--- config.mk ---
export PLATFORM = sky130hd
export DESIGN_NAME = alu_pipe
export DESIGN_NICKNAME = d
export VERILOG_FILES = /design/src/rtl/alu_pipe_pkg.sv /design/src/rtl/alu_out_fifo.sv /design/src/rtl/alu_pipe.sv
export SDC_FILE = /design/constraint.sdc
export NUM_CORES = 1
export LEC_CHECK = 0
export ABC_AREA = 1
export BUFFER_PORTS_ARGS = -buffer_cell sky130_fd_sc_hd__buf_2
export CAP_MARGIN = 20
export CORE_MARGIN = 3
export CORE_UTILIZATION = 50
export DETAILED_ROUTE_END_ITERATION = 7
export PLACE_DENSITY = 0.79
export RECOVER_POWER = 50
export SLEW_MARGIN = 20
export SYNTH_ARGS = -nofsm -noshare
export SYNTH_HDL_FRONTEND = slang
export SYNTH_SLANG_ARGS = --single-unit
export TNS_END_PERCENT = 20
--- constraint.sdc ---
create_clock -name clk -period 5.8 [get_ports clk]
set_clock_uncertainty 0.05 [all_clocks]
set_input_delay 0.58 -clock clk [delete_from_list [all_inputs] [get_ports clk]]
set_output_delay 0.58 -clock clk [all_outputs]
set_load 0.02 [all_outputs]
--- src/rtl/alu_pipe_pkg.sv ---
// Shared types for the pipelined ALU: operation encoding and payload helpers.
package alu_types;

  // Operation encoding (3 bits).
  typedef enum logic [2:0] {
    OP_NOP = 3'd0,
    OP_ADD = 3'd1,
    OP_SUB = 3'd2,
    OP_MUL = 3'd3,
    OP_AND = 3'd4,
    OP_OR  = 3'd5,
    OP_XOR = 3'd6,
    OP_SHL = 3'd7
  } operation_t;

  localparam int OP_W = $bits(operation_t);

  // Width of a packed result payload {out, flag, op} for a given operand width.
  function automatic int result_bits(input int width);
    return 2 * width + 1 + OP_W;
  endfunction

endpackage

--- src/rtl/alu_out_fifo.sv ---
// Synchronous FIFO holding finished ALU results. The head entry is presented
// combinationally; an empty FIFO presents all zeros.
module alu_out_fifo
  import alu_types::*;
#(
  parameter int DW    = 8,
  parameter int DEPTH = 4
) (
  input  logic                       clk,
  input  logic                       rst_n,
  input  logic                       push,
  input  logic [DW-1:0]              push_data,
  input  logic                       pop,
  output logic [DW-1:0]              head_data,
  output logic [$clog2(DEPTH+1)-1:0] count,
  output logic                       empty,
  output logic                       full
);

  localparam int PW = (DEPTH > 1) ? $clog2(DEPTH) : 1;
  localparam int CW = $clog2(DEPTH + 1);

  logic [DW-1:0] mem [DEPTH];
  logic [PW-1:0] wr_ptr_q;
  logic [PW-1:0] rd_ptr_q;
  logic [CW-1:0] count_q;

  logic do_push;
  logic do_pop;

  assign empty   = (count_q == '0);
  assign full    = (count_q == CW'(DEPTH));
  assign do_pop  = pop && !empty;
  assign do_push = push;
  assign count   = count_q;

  // Head of queue, zero while empty so nothing stale is ever visible.
  assign head_data = empty ? '0 : mem[rd_ptr_q];

  // Pointers and occupancy; wrap is explicit so DEPTH need not be a power of two.
  // NOTE: sequential state is updated with non-blocking assignments so every
  // flop samples the pre-edge values regardless of statement order.
  always_ff @(posedge clk or negedge rst_n) begin
    if (!rst_n) begin
      wr_ptr_q <= '0;
      rd_ptr_q <= '0;
      count_q  <= '0;
    end else begin
      if (do_push) begin
        wr_ptr_q <= (wr_ptr_q == PW'(DEPTH - 1)) ? '0 : wr_ptr_q + PW'(1);
      end
      if (do_pop) begin
        rd_ptr_q <= (rd_ptr_q == PW'(DEPTH - 1)) ? '0 : rd_ptr_q + PW'(1);
      end
      case ({do_push, do_pop})
        2'b10:   count_q <= count_q + CW'(1);
        2'b01:   count_q <= count_q - CW'(1);
        default: count_q <= count_q;
      endcase
    end
  end

  // Storage write port.
  // NOTE: the storage array has no reset; occupancy is tracked by count_q and
  // empty entries are masked at the output, so clearing it would only cost area.
  always_ff @(posedge clk) begin
    if (do_push) begin
      mem[wr_ptr_q] <= push_data;
    end
  end

  // Credits upstream must make a push into a full FIFO impossible unless the
  // head leaves on the same edge.
  assert property (@(posedge clk) disable iff (!rst_n) !(push && full && !pop));

endmodule

--- src/rtl/alu_pipe.sv ---
// Pipelined, credit-protected ALU: fixed STAGES-cycle latency, in-order
// results, 2*WIDTH-bit output plus carry/borrow/overflow flag.
module alu_pipe
  import alu_types::*;
#(
  parameter int WIDTH      = 6,
  parameter int STAGES     = 2,
  parameter int FIFO_DEPTH = 4
) (
  input  logic               clk,
  input  logic               rst,
  input  operation_t         op_in,
  input  logic [WIDTH-1:0]   a_in,
  input  logic [WIDTH-1:0]   b_in,
  input  logic               in_valid,
  output logic               in_ready,
  output logic [2*WIDTH-1:0] out,
  output logic               out_flag,
  output operation_t         out_op,
  output logic               out_valid,
  input  logic               out_ready,
  output logic               busy
);

  localparam int UW = $clog2(FIFO_DEPTH + 1);
  localparam int RW = result_bits(WIDTH);

  // Payload carried down the pipe and stored in the FIFO. Declared here
  // because its width follows the WIDTH parameter.
  typedef struct packed {
    logic [2*WIDTH-1:0] out;
    logic               flag;
    operation_t         op;
  } result_t;

  // Full ALU evaluation of one request.
  function automatic result_t alu_eval(input operation_t op,
                                       input logic [WIDTH-1:0] a,
                                       input logic [WIDTH-1:0] b);
    logic [2*WIDTH-1:0] a2;
    logic [2*WIDTH-1:0] b2;
    logic [2*WIDTH-1:0] r;
    logic [WIDTH:0]     d;
    logic               f;
    result_t            res;
    a2 = {{WIDTH{1'b0}}, a};
    b2 = {{WIDTH{1'b0}}, b};
    r  = '0;
    d  = '0;
    f  = 1'b0;
    case (op)
      OP_ADD: begin
        r = a2 + b2;
        f = r[WIDTH];
      end
      OP_SUB: begin
        d = {1'b0, a} - {1'b0, b};
        r = {{(WIDTH-1){1'b0}}, d};
        f = (a < b);
      end
      OP_MUL: begin
        r = a2 * b2;
        f = |r[2*WIDTH-1:WIDTH];
      end
      OP_AND: r = {{WIDTH{1'b0}}, a & b};
      OP_OR:  r = {{WIDTH{1'b0}}, a | b};
      OP_XOR: r = {{WIDTH{1'b0}}, a ^ b};
      OP_SHL: begin
        r = (int'(b) >= 2 * WIDTH) ? '0 : (a2 << b);
        f = |r[2*WIDTH-1:WIDTH];
      end
      default: begin
        r = '0;
        f = 1'b0;
      end
    endcase
    res.out  = r;
    res.flag = f;
    res.op   = op;
    return res;
  endfunction

  logic            ready_en_q;
  logic [UW-1:0]   used_q;
  logic            accept;
  logic            pop;
  logic [STAGES-1:0] vld_q;
  result_t         pipe_q [STAGES];
  result_t         head;
  logic [RW-1:0]   head_bits;
  logic [$clog2(FIFO_DEPTH+1)-1:0] fifo_count;
  logic            fifo_empty;
  logic            fifo_full;

  assign in_ready  = ready_en_q && (used_q < UW'(FIFO_DEPTH));
  assign accept    = in_valid && in_ready;
  assign out_valid = !fifo_empty;
  assign pop       = out_valid && out_ready;
  assign busy      = (used_q != '0);

  // Hold off requests until the first edge after reset release.
  always_ff @(posedge clk or negedge rst) begin
    if (!rst) begin
      ready_en_q <= 1'b0;
    end else begin
      ready_en_q <= 1'b1;
    end
  end

  // Credit counter: one credit per request from acceptance until its result pops.
  always_ff @(posedge clk or negedge rst) begin
    if (!rst) begin
      used_q <= '0;
    end else begin
      case ({accept, pop})
        2'b10:   used_q <= used_q + UW'(1);
        2'b01:   used_q <= used_q - UW'(1);
        default: used_q <= used_q;
      endcase
    end
  end

  // Valid bits of the stall-free pipeline.
  always_ff @(posedge clk or negedge rst) begin
    if (!rst) begin
      vld_q <= '0;
    end else begin
      vld_q[0] <= accept;
      for (int i = 1; i < STAGES; i++) begin
        vld_q[i] <= vld_q[i-1];
      end
    end
  end

  // Pipeline payload; the result is computed on entry and carried unchanged.
  always_ff @(posedge clk) begin
    pipe_q[0] <= alu_eval(op_in, a_in, b_in);
    for (int i = 1; i < STAGES; i++) begin
      pipe_q[i] <= pipe_q[i-1];
    end
  end

  alu_out_fifo #(
    .DW    (RW),
    .DEPTH (FIFO_DEPTH)
  ) u_out_fifo (
    .clk       (clk),
    .rst_n     (rst),
    .push      (vld_q[STAGES-1]),
    .push_data (pipe_q[STAGES-1]),
    .pop       (pop),
    .head_data (head_bits),
    .count     (fifo_count),
    .empty     (fifo_empty),
    .full      (fifo_full)
  );

  assign head     = result_t'(head_bits);
  assign out      = head.out;
  assign out_flag = head.flag;
  assign out_op   = head.op;

endmodule
==> flow_summary.toml, run 1 <==
[run_status]
outcome = "finished, final reports clean"

[sta]
period_share_pct = 65.1
slew_violations = 0
worst-slew-pin-transition_ns = 1.15
final_critical_delay_including_setup_and_external_delays_ns = 3.78
finalSetupViolCount = 0
clock.fmax_mhz = 265
timing.final.hold_violations = 0
slew-limit-headroom_pct = 23.0
final.setup.worst_slack_ns = 2.02
grt_setup_unrepaired = "no"
timing.hold.ws_ns = 0.203
sum_of_negative_setup_slack_ns = 0

[finish]
final_layout_size_suffix_gt1_share_pct = 9.12
area_growth_from_synthesis_to_layout_pct = 7.77
design_area_sq_um = 6860
num_antenna_cells = 0
nets = 815

[floorplan]
num_rows = 40
top_level_ports = 38
design.die.area_sq_um = 14100
dieHeight_um = 119
core_area_sq_um = 12200
floorplan.initialDensity_pct = 52.1
fp.dieW_um = 119

[detailed_routing]
drc = 0
wirelength_um = 12600
detail_route.vias_per_cell = 5.11
met2_length_um = 6090
routed_wire_length_per_instance_um = 14.0
dr.first_iter.drc_count = 442
drt_pass1_iterations = 6
detail_route.wirelength.met1_um = 5650
highest_layer = "met4"
ant_nets = 0
routed-via-count = 4616
wl_met3_um = 708

[synth]
netlist_cell_types = 38
syn_warnings = 0
syn_nets = 791
synth_area_sq_um = 6360
post_synth_inst_count = 706
synth_enable_flop_cells = 64
post_synth_main_area_contributors = "sky130_fd_sc_hd__edfxtp_1, sky130_fd_sc_hd__dfxtp_1, sky130_fd_sc_hd__ha_1"
ys_ff_latch = 109
postSynthAreaPerCell_sq_um = 9.01
synth_async_sr_flop_share_pct = 11.9
synth_most_common_cell = "sky130_fd_sc_hd__nand2_1"
yosysSeqAreaShare_pct = 45.4
dominantRegCellSynth = "sky130_fd_sc_hd__edfxtp_1"
post-synth-top-area-fraction_pct = 30.2
synth.largest_area_cell = "sky130_fd_sc_hd__edfxtp_1"
synth.cells.most_frequent = "sky130_fd_sc_hd__nand2_1, sky130_fd_sc_hd__inv_1, sky130_fd_sc_hd__nor2_1, sky130_fd_sc_hd__edfxtp_1, sky130_fd_sc_hd__o21ai_0"

[critical_path]
critPathKind = "input pin to register"
worst-path-max-fanout = 10
timing.critical_path.arrival_ns = 3.95
critical_path_s_slowest_cell = "sky130_fd_sc_hd__fa_1"
worstPathBufferInverterCount = 4
worstSetupStartpointType = "input pin"
endpoint_kind = "register"
cp_cell_sequence = "buf_2, ha_1, fa_1, fa_1, inv_1, fa_1, inv_1, ha_1, nand2_1, nand2_1, inv_1, nand2_1, nand2_1, nand3b_1, nand2_1, nand2_1, o21ai_0, nand3_2"
cpPeakStageDelay_ns = 0.54
crit_path_frequent_cell = "sky130_fd_sc_hd__nand2_1"
crit_family = "adder cells"
critical_path_required_ns = 5.97

[grt]
grt_remaining_overflow = 0
grt.total_usage_pct = 18.6
first_global_vias = 4384
largest_net_degree_at_the_start_of_global_routing = 36
number_of_antenna_violations_at_the_first_check_in_global_routing = 0
first_pass_grt_wire_length_um = 21300

[clock_network]
htree_num_levels = 3
postCtsSetupBuffers = 0
ctsRootBufferMaster = "sky130_fd_sc_hd__clkbuf_16"
cts.path.max_buffers = 2
clk_latency_ns = 0.34
cts-buffers-inserted = 9
cts_hold_buf = 0
postCtsResizedCells = 0
cts_num_sinks = 109
clk_pin_slew_worst_paths_ns = 0.07
cts_tree = "built"

[power_and_ir_drop]
power_density_nw_per_um2 = 375
p_int_mw = 1.58
power.leakage_nw = 3.25
power.clock.fraction_pct = 23.2
ir_worst_vdd_v = 0.000173
p_total_mw = 2.57
netSwitchingPower_mw = 0.989
seqPwrFrac_pct = 40.2
combPwrFrac_pct = 36.6
swShare_pct = 38.4

[placement]
post-place-ws_ns = 1.67
numPortBuffers = 37
place.detailed.hpwl_um = 9310
dpl-instance-area_sq_um = 6570
gp_congestion = 0.930

[flow_run]
timing.max_cap.violations = 0

[worst_hold_path]
hp-class = "input pin to asynchronous set/reset pin"
## layout by cell type, fill, tap and decap left out, drive strengths merged
cell type,netlist,final
clkbuf,13,14
dfxtp,32,32
a21o,1,1
clkinv,1,3
a21oi,38,38
fa,21,21
xnor2,4,4
o211ai,2,2
a221oi,4,4
nand2,130,130
o221ai,1,1
dfrtp,13,13
buf,11,34
inv,113,116
clkinvlp,0,1
nor3,1,1
xor2,2,2
ha,45,45
o22ai,7,7
o21ai,52,52
conb,1,1
o2111ai,2,2
edfxtp,64,64
nand3b,5,5
nand4,5,5
nor2,83,83
nand3,52,52
or2,2,2
## worst paths after layout
kind,cells past startpoint,endpoint,startpoint,slack [ns]
max in group asynchronous,1,u_out_fifo.rd_ptr_q[1],rst,5.06
worst max register to register,11,used_q[2],u_out_fifo.count[0],3.62
min in group clk,0,pipe_q[0][21],pipe_q[0][5],0.27
worst max-delay path,18,pipe_q[0][3],a_in[3],2.02
worst min-delay path,1,ready_en_q,rst,0.20
worst min register to register,0,pipe_q[0][21],pipe_q[0][5],0.27
## power groups by stage
| stage | Combinational, mW | Sequential (mW) | Clock (mW) |
|---|---|---|---|
| after floorplan | 0.751 | 0.980 | 0 |
| after global placement | 0.919 | 1.04 | 0 |
| after detailed placement | 0.946 | 1.05 | 0 |
| after CTS | 0.951 | 1.03 | 0.600 |
| after global routing | 1.07 | 1.05 | 0.632 |
| final | 0.942 | 1.03 | 0.596 |
## area by class of cell
type / instances / area [sq um]
repair buffers: 38 / 188
multi-input cells: 458 / 2840
clock buffers: 10 / 250
fillers: 1074 / 5360
clock inverters: 6 / 51.3
inverters: 114 / 428
flip-flops and latches: 109 / 2890
well taps: 168 / 210
## routing by layer
layer / vias up / GRT usage (%)
met3: 17 / 2.20
met1: 2105 / 25.1
met5: - / 0
li1: 2333 / -
met4: 0 / 5.65
met2: 161 / 31.5
## sequential cells by signal, summed over array words and instances (netlist names)
register and cells:
pipe_q 32, ready_en_q 1, u_out_fifo.count 3, u_out_fifo.mem 64, u_out_fifo.rd_ptr_q 2, u_out_fifo.wr_ptr_q 2, used_q 3, vld_q 2
## stage by stage
step	utilization [%]	cells
global route	56.1	903
global placement	53.8	887
detailed placement	53.8	887
CTS	56.2	903
floorplan	-	706
finish	56.1	903
## logic make-up after synthesis
family,count (synthesis),share of synthesized area [%]
AND/OR/NAND/NOR,278,19.3
AO/OA/AOI/OAI,107,9.09
adder cells (fa/ha/maj),66,15.5
other,1,0.0589
flip-flops,109,45.4
XOR/XNOR,6,0.826
buffers and inverters,139,9.87
(Power assumes the default switching activity.)
==> run 2: changes to the inputs <==
- ABC_AREA: 1 -> 0
- PLACE_DENSITY: 0.79 -> 0.81
- clock period: 5.8 -> 3.2 ns (I/O delays scaled with it)
==> run 2 against run 1 <==
  * The flow now finishes with violations (negative setup slack)
  * Die area decreased by 3.3%
  * First-iteration DRC count increased by 7.2%
  * Power increased by 87%
  * Wire length increased by 7.0%
  * Clock-buffer cell count increased by 1
  * Global-route usage increased by 2.9 points
  * Register-to-register slack got worse by 2.9 ns
  * Non-clock buffer count increased by 58
==> flow_summary.toml, run 2 <==
[critical_path]
endpoint_kind = "register"
worst-path-max-fanout = 4
timing.critical_path.arrival_ns = 3.91
critPathKind = "input pin to register"
critical_path_required_ns = 3.36
worstSetupStartpointType = "input pin"
worstReg2RegStart = "u_out_fifo.count[0]"
r2r.worst_path.cells = 9
r2r-end = "used_q[2]"
reg2reg_slack_ns = 0.77

[finish]
reg.largest.list = "u_out_fifo.mem x64, pipe_q x32"
final_layout_size_suffix_gt1_share_pct = 25.8
num_antenna_cells = 0
design_area_sq_um = 7330
layout.area.seq_sq_um = 2890
multi_input_gate_area_sq_um = 3110
nets = 701
mostFrequentLayoutCells = "sky130_fd_sc_hd__edfxtp_1, sky130_fd_sc_hd__buf_4, sky130_fd_sc_hd__inv_1"
top_reg_by_flops = "u_out_fifo.mem"
layout_commonest_cell = "sky130_fd_sc_hd__edfxtp_1"
largest_reg_flops = 64
fillers = 887
area_growth_from_synthesis_to_layout_pct = 19.3

[synth]
synth_async_sr_flop_share_pct = 11.9
muxShareOfSynthArea_pct = 8.31
synth.largest_area_cell = "sky130_fd_sc_hd__edfxtp_1"
synth_top_family_by_area = "adder cells"
synth_adder_area_share_pct = 16.0
postSynthAreaPerCell_sq_um = 11.6
syn_nets = 613
syn_warnings = 0
synth_area_sq_um = 6140
synth_enable_flop_cells = 64
yosysSeqAreaShare_pct = 47.0
synth_most_common_cell = "sky130_fd_sc_hd__edfxtp_1"
synthesized_area_fraction_occupied_by_ao_oa_aoi_and_oai_cells_pct = 10.5
ys_ff_latch = 109
post_synth_inst_count = 528
netlist_cell_types = 61
dominantRegCellSynth = "sky130_fd_sc_hd__edfxtp_1"
post-synth-top-area-fraction_pct = 31.3
post_synth_xor_area_fraction_pct = 2.00
synth.cells.most_frequent = "sky130_fd_sc_hd__edfxtp_1, sky130_fd_sc_hd__inv_1, sky130_fd_sc_hd__ha_1, sky130_fd_sc_hd__nor2_1, sky130_fd_sc_hd__dfxtp_1"
post_synth_main_area_contributors = "sky130_fd_sc_hd__edfxtp_1, sky130_fd_sc_hd__dfxtp_1, sky130_fd_sc_hd__ha_1"
synth_simple_gate_area_share_pct = 11.4

[detailed_routing]
routed-via-count = 4303
detail_route.wirelength.met1_um = 5760
ant_nets = 0
met2_length_um = 6890
drc = 0
wirelength_um = 13500
wl_met3_um = 548
detail_route.vias_per_cell = 5.63
dr.first_iter.drc_count = 474
highest_layer = "met4"
routed_wire_length_per_instance_um = 17.7
drt_pass1_iterations = 5

[floorplan]
top_level_ports = 38
fp.dieW_um = 117
floorplan.initialDensity_pct = 52.5
design.die.area_sq_um = 13700
num_rows = 39
core_area_sq_um = 11700
dieHeight_um = 117

[clock_network]
clk_pin_slew_worst_paths_ns = 0.06
htree_num_levels = 3
clk_latency_ns = 0.34
cts-buffers-inserted = 9
cts_num_sinks = 109
cts.path.max_buffers = 2
postCtsSetupBuffers = 0
cts_tree = "built"
ctsRootBufferMaster = "sky130_fd_sc_hd__clkbuf_16"

[placement]
dpl-instance-area_sq_um = 6970
numPortBuffers = 37
gp_congestion = 0.929
post-place-ws_ns = -1.03
place.detailed.hpwl_um = 10300

[grt]
largest_net_degree_at_the_start_of_global_routing = 23
first_global_vias = 4568
grt_remaining_overflow = 0
first_pass_grt_wire_length_um = 22600
number_of_antenna_violations_at_the_first_check_in_global_routing = 0
grt.total_usage_pct = 21.5

[power_and_ir_drop]
seqPwrFrac_pct = 38.1
ir_worst_vdd_v = 0.000333
power.clock.fraction_pct = 22.1
power.leakage_nw = 3.13
p_int_mw = 3.22
combPwrFrac_pct = 39.7
power_density_nw_per_um2 = 657
netSwitchingPower_mw = 1.60
swShare_pct = 33.1

[worst_hold_path]
min_delay_worst_endpoint = "vld_q[0]"
min_delay_path_depth = 3
hold_path_startpoint = "in_valid"
hp-class = "input pin to register"

[sta]
finalSetupViolCount = 2
final_critical_delay_including_setup_and_external_delays_ns = 3.75
period_share_pct = 117
timing.final.hold_violations = 0
final.setup.worst_slack_ns = -0.547
grt_setup_unrepaired = "yes"
slew_violations = 0
worst-slew-pin-transition_ns = 0.928
clock.fmax_mhz = 267
slew-limit-headroom_pct = 38.1

[flow_run]
timing.max_cap.violations = 0

[run_status]
outcome = "finished with violations"
violations = "negative setup slack"
-- run 2: changes by cell type in the layout (fill, tap and decap cells not counted), sizes merged, moves of 17 or more --
cell,change
and2,+20
nor2,-42
buf,+57
inv,-62
o21ai,-32
mux4,+17
a21oi,-22
nand3,-47
nand2,-100
-- run 2: timing repair --
| item | in CTS | in global routing |
|---|---|---|
| resized for setup | 15 | 3 |
| endpoints found under the hold margin | 13 | 0 |
| pin swaps | 5 | 1 |
| gates cloned | 0 | 0 |
| hold buffers | 1 | 0 |
| endpoints found under the setup margin | 3 | 5 |
-- run 2: layer usage --
layer	track usage, %	up-vias
li1	-	2060
met1	26.8	2077
met2	37.3	138
met3	3.65	28
met4	8.33	0
met5	0	-
-- run 2: how the worst max path moves through the flow --
stage	startpoint	end	depth (start not counted)
2_1_floorplan	b_in[2]	pipe_q[0][3]	15
5_1_grt	a_in[2]	pipe_q[0][3]	14
4_1_cts	a_in[2]	pipe_q[0][3]	14
6_report	b_in[2]	pipe_q[0][3]	13
3_3_place_gp	b_in[2]	pipe_q[0][3]	13
3_5_place_dp	b_in[2]	pipe_q[0][3]	13
-- run 2: kinds of logic after synthesis --
family / Yosys count
AO/OA/AOI/OAI: 95
XOR/XNOR: 14
adder cells (fa/ha/maj): 66
buffers and inverters: 74
flip-flops: 109
multiplexers: 29
other: 1
AND/OR/NAND/NOR: 140
-- run 2: final cells by class --
cell class | instances | area share [%]
clock buffers | 11 | 3.31
multi-input cells | 345 | 42.4
inverters | 55 | 3.06
clock inverters | 5 | 0.683
flip-flops and latches | 109 | 39.4
well taps | 143 | 2.44
repair buffers | 96 | 8.69
-- run 2: worst max-delay path, stage by stage --
cell                       delay [ns]
sky130_fd_sc_hd__buf_2           0.17
sky130_fd_sc_hd__ha_4            0.18
sky130_fd_sc_hd__fa_1            0.47
sky130_fd_sc_hd__ha_1            0.30
sky130_fd_sc_hd__fa_1            0.50
sky130_fd_sc_hd__inv_1           0.07
sky130_fd_sc_hd__fa_2            0.40
sky130_fd_sc_hd__nand2b_4        0.17
sky130_fd_sc_hd__a21oi_4         0.18
sky130_fd_sc_hd__o22ai_2         0.10
sky130_fd_sc_hd__mux2i_1         0.15
sky130_fd_sc_hd__or4_1           0.49
sky130_fd_sc_hd__or4_1           0.41
-- run 2: power by group through the flow --
| stage | clock network [mW] | registers [mW] | logic, mW |
|---|---|---|---|
| after CTS | 1.09 | 1.84 | 1.92 |
| after detailed placement | 0 | 1.87 | 1.87 |
| after floorplan | 0 | 1.79 | 1.38 |
| after global placement | 0 | 1.84 | 1.81 |
| after global routing | 1.14 | 1.86 | 2.13 |
| final | 1.07 | 1.84 | 1.91 |
-- run 2: metrics by stage --
stage / TNS, ns / std cells / total power, mW / hold WS (ns) / util, %
final: -0.578 / 764 / 4.81 / 0.152 / 62.6
after global routing: -1.06 / 764 / 5.13 / 0.157 / 62.6
after CTS: -0.525 / 764 / 4.85 / 0.138 / 62.6
after detailed placement: -3.41 / 747 / 3.74 / 0.181 / 59.5
after global placement: -2.91 / 747 / 3.65 / 0.161 / 59.5
after floorplan: -0.826 / 528 / 3.16 / -0.0256 / -
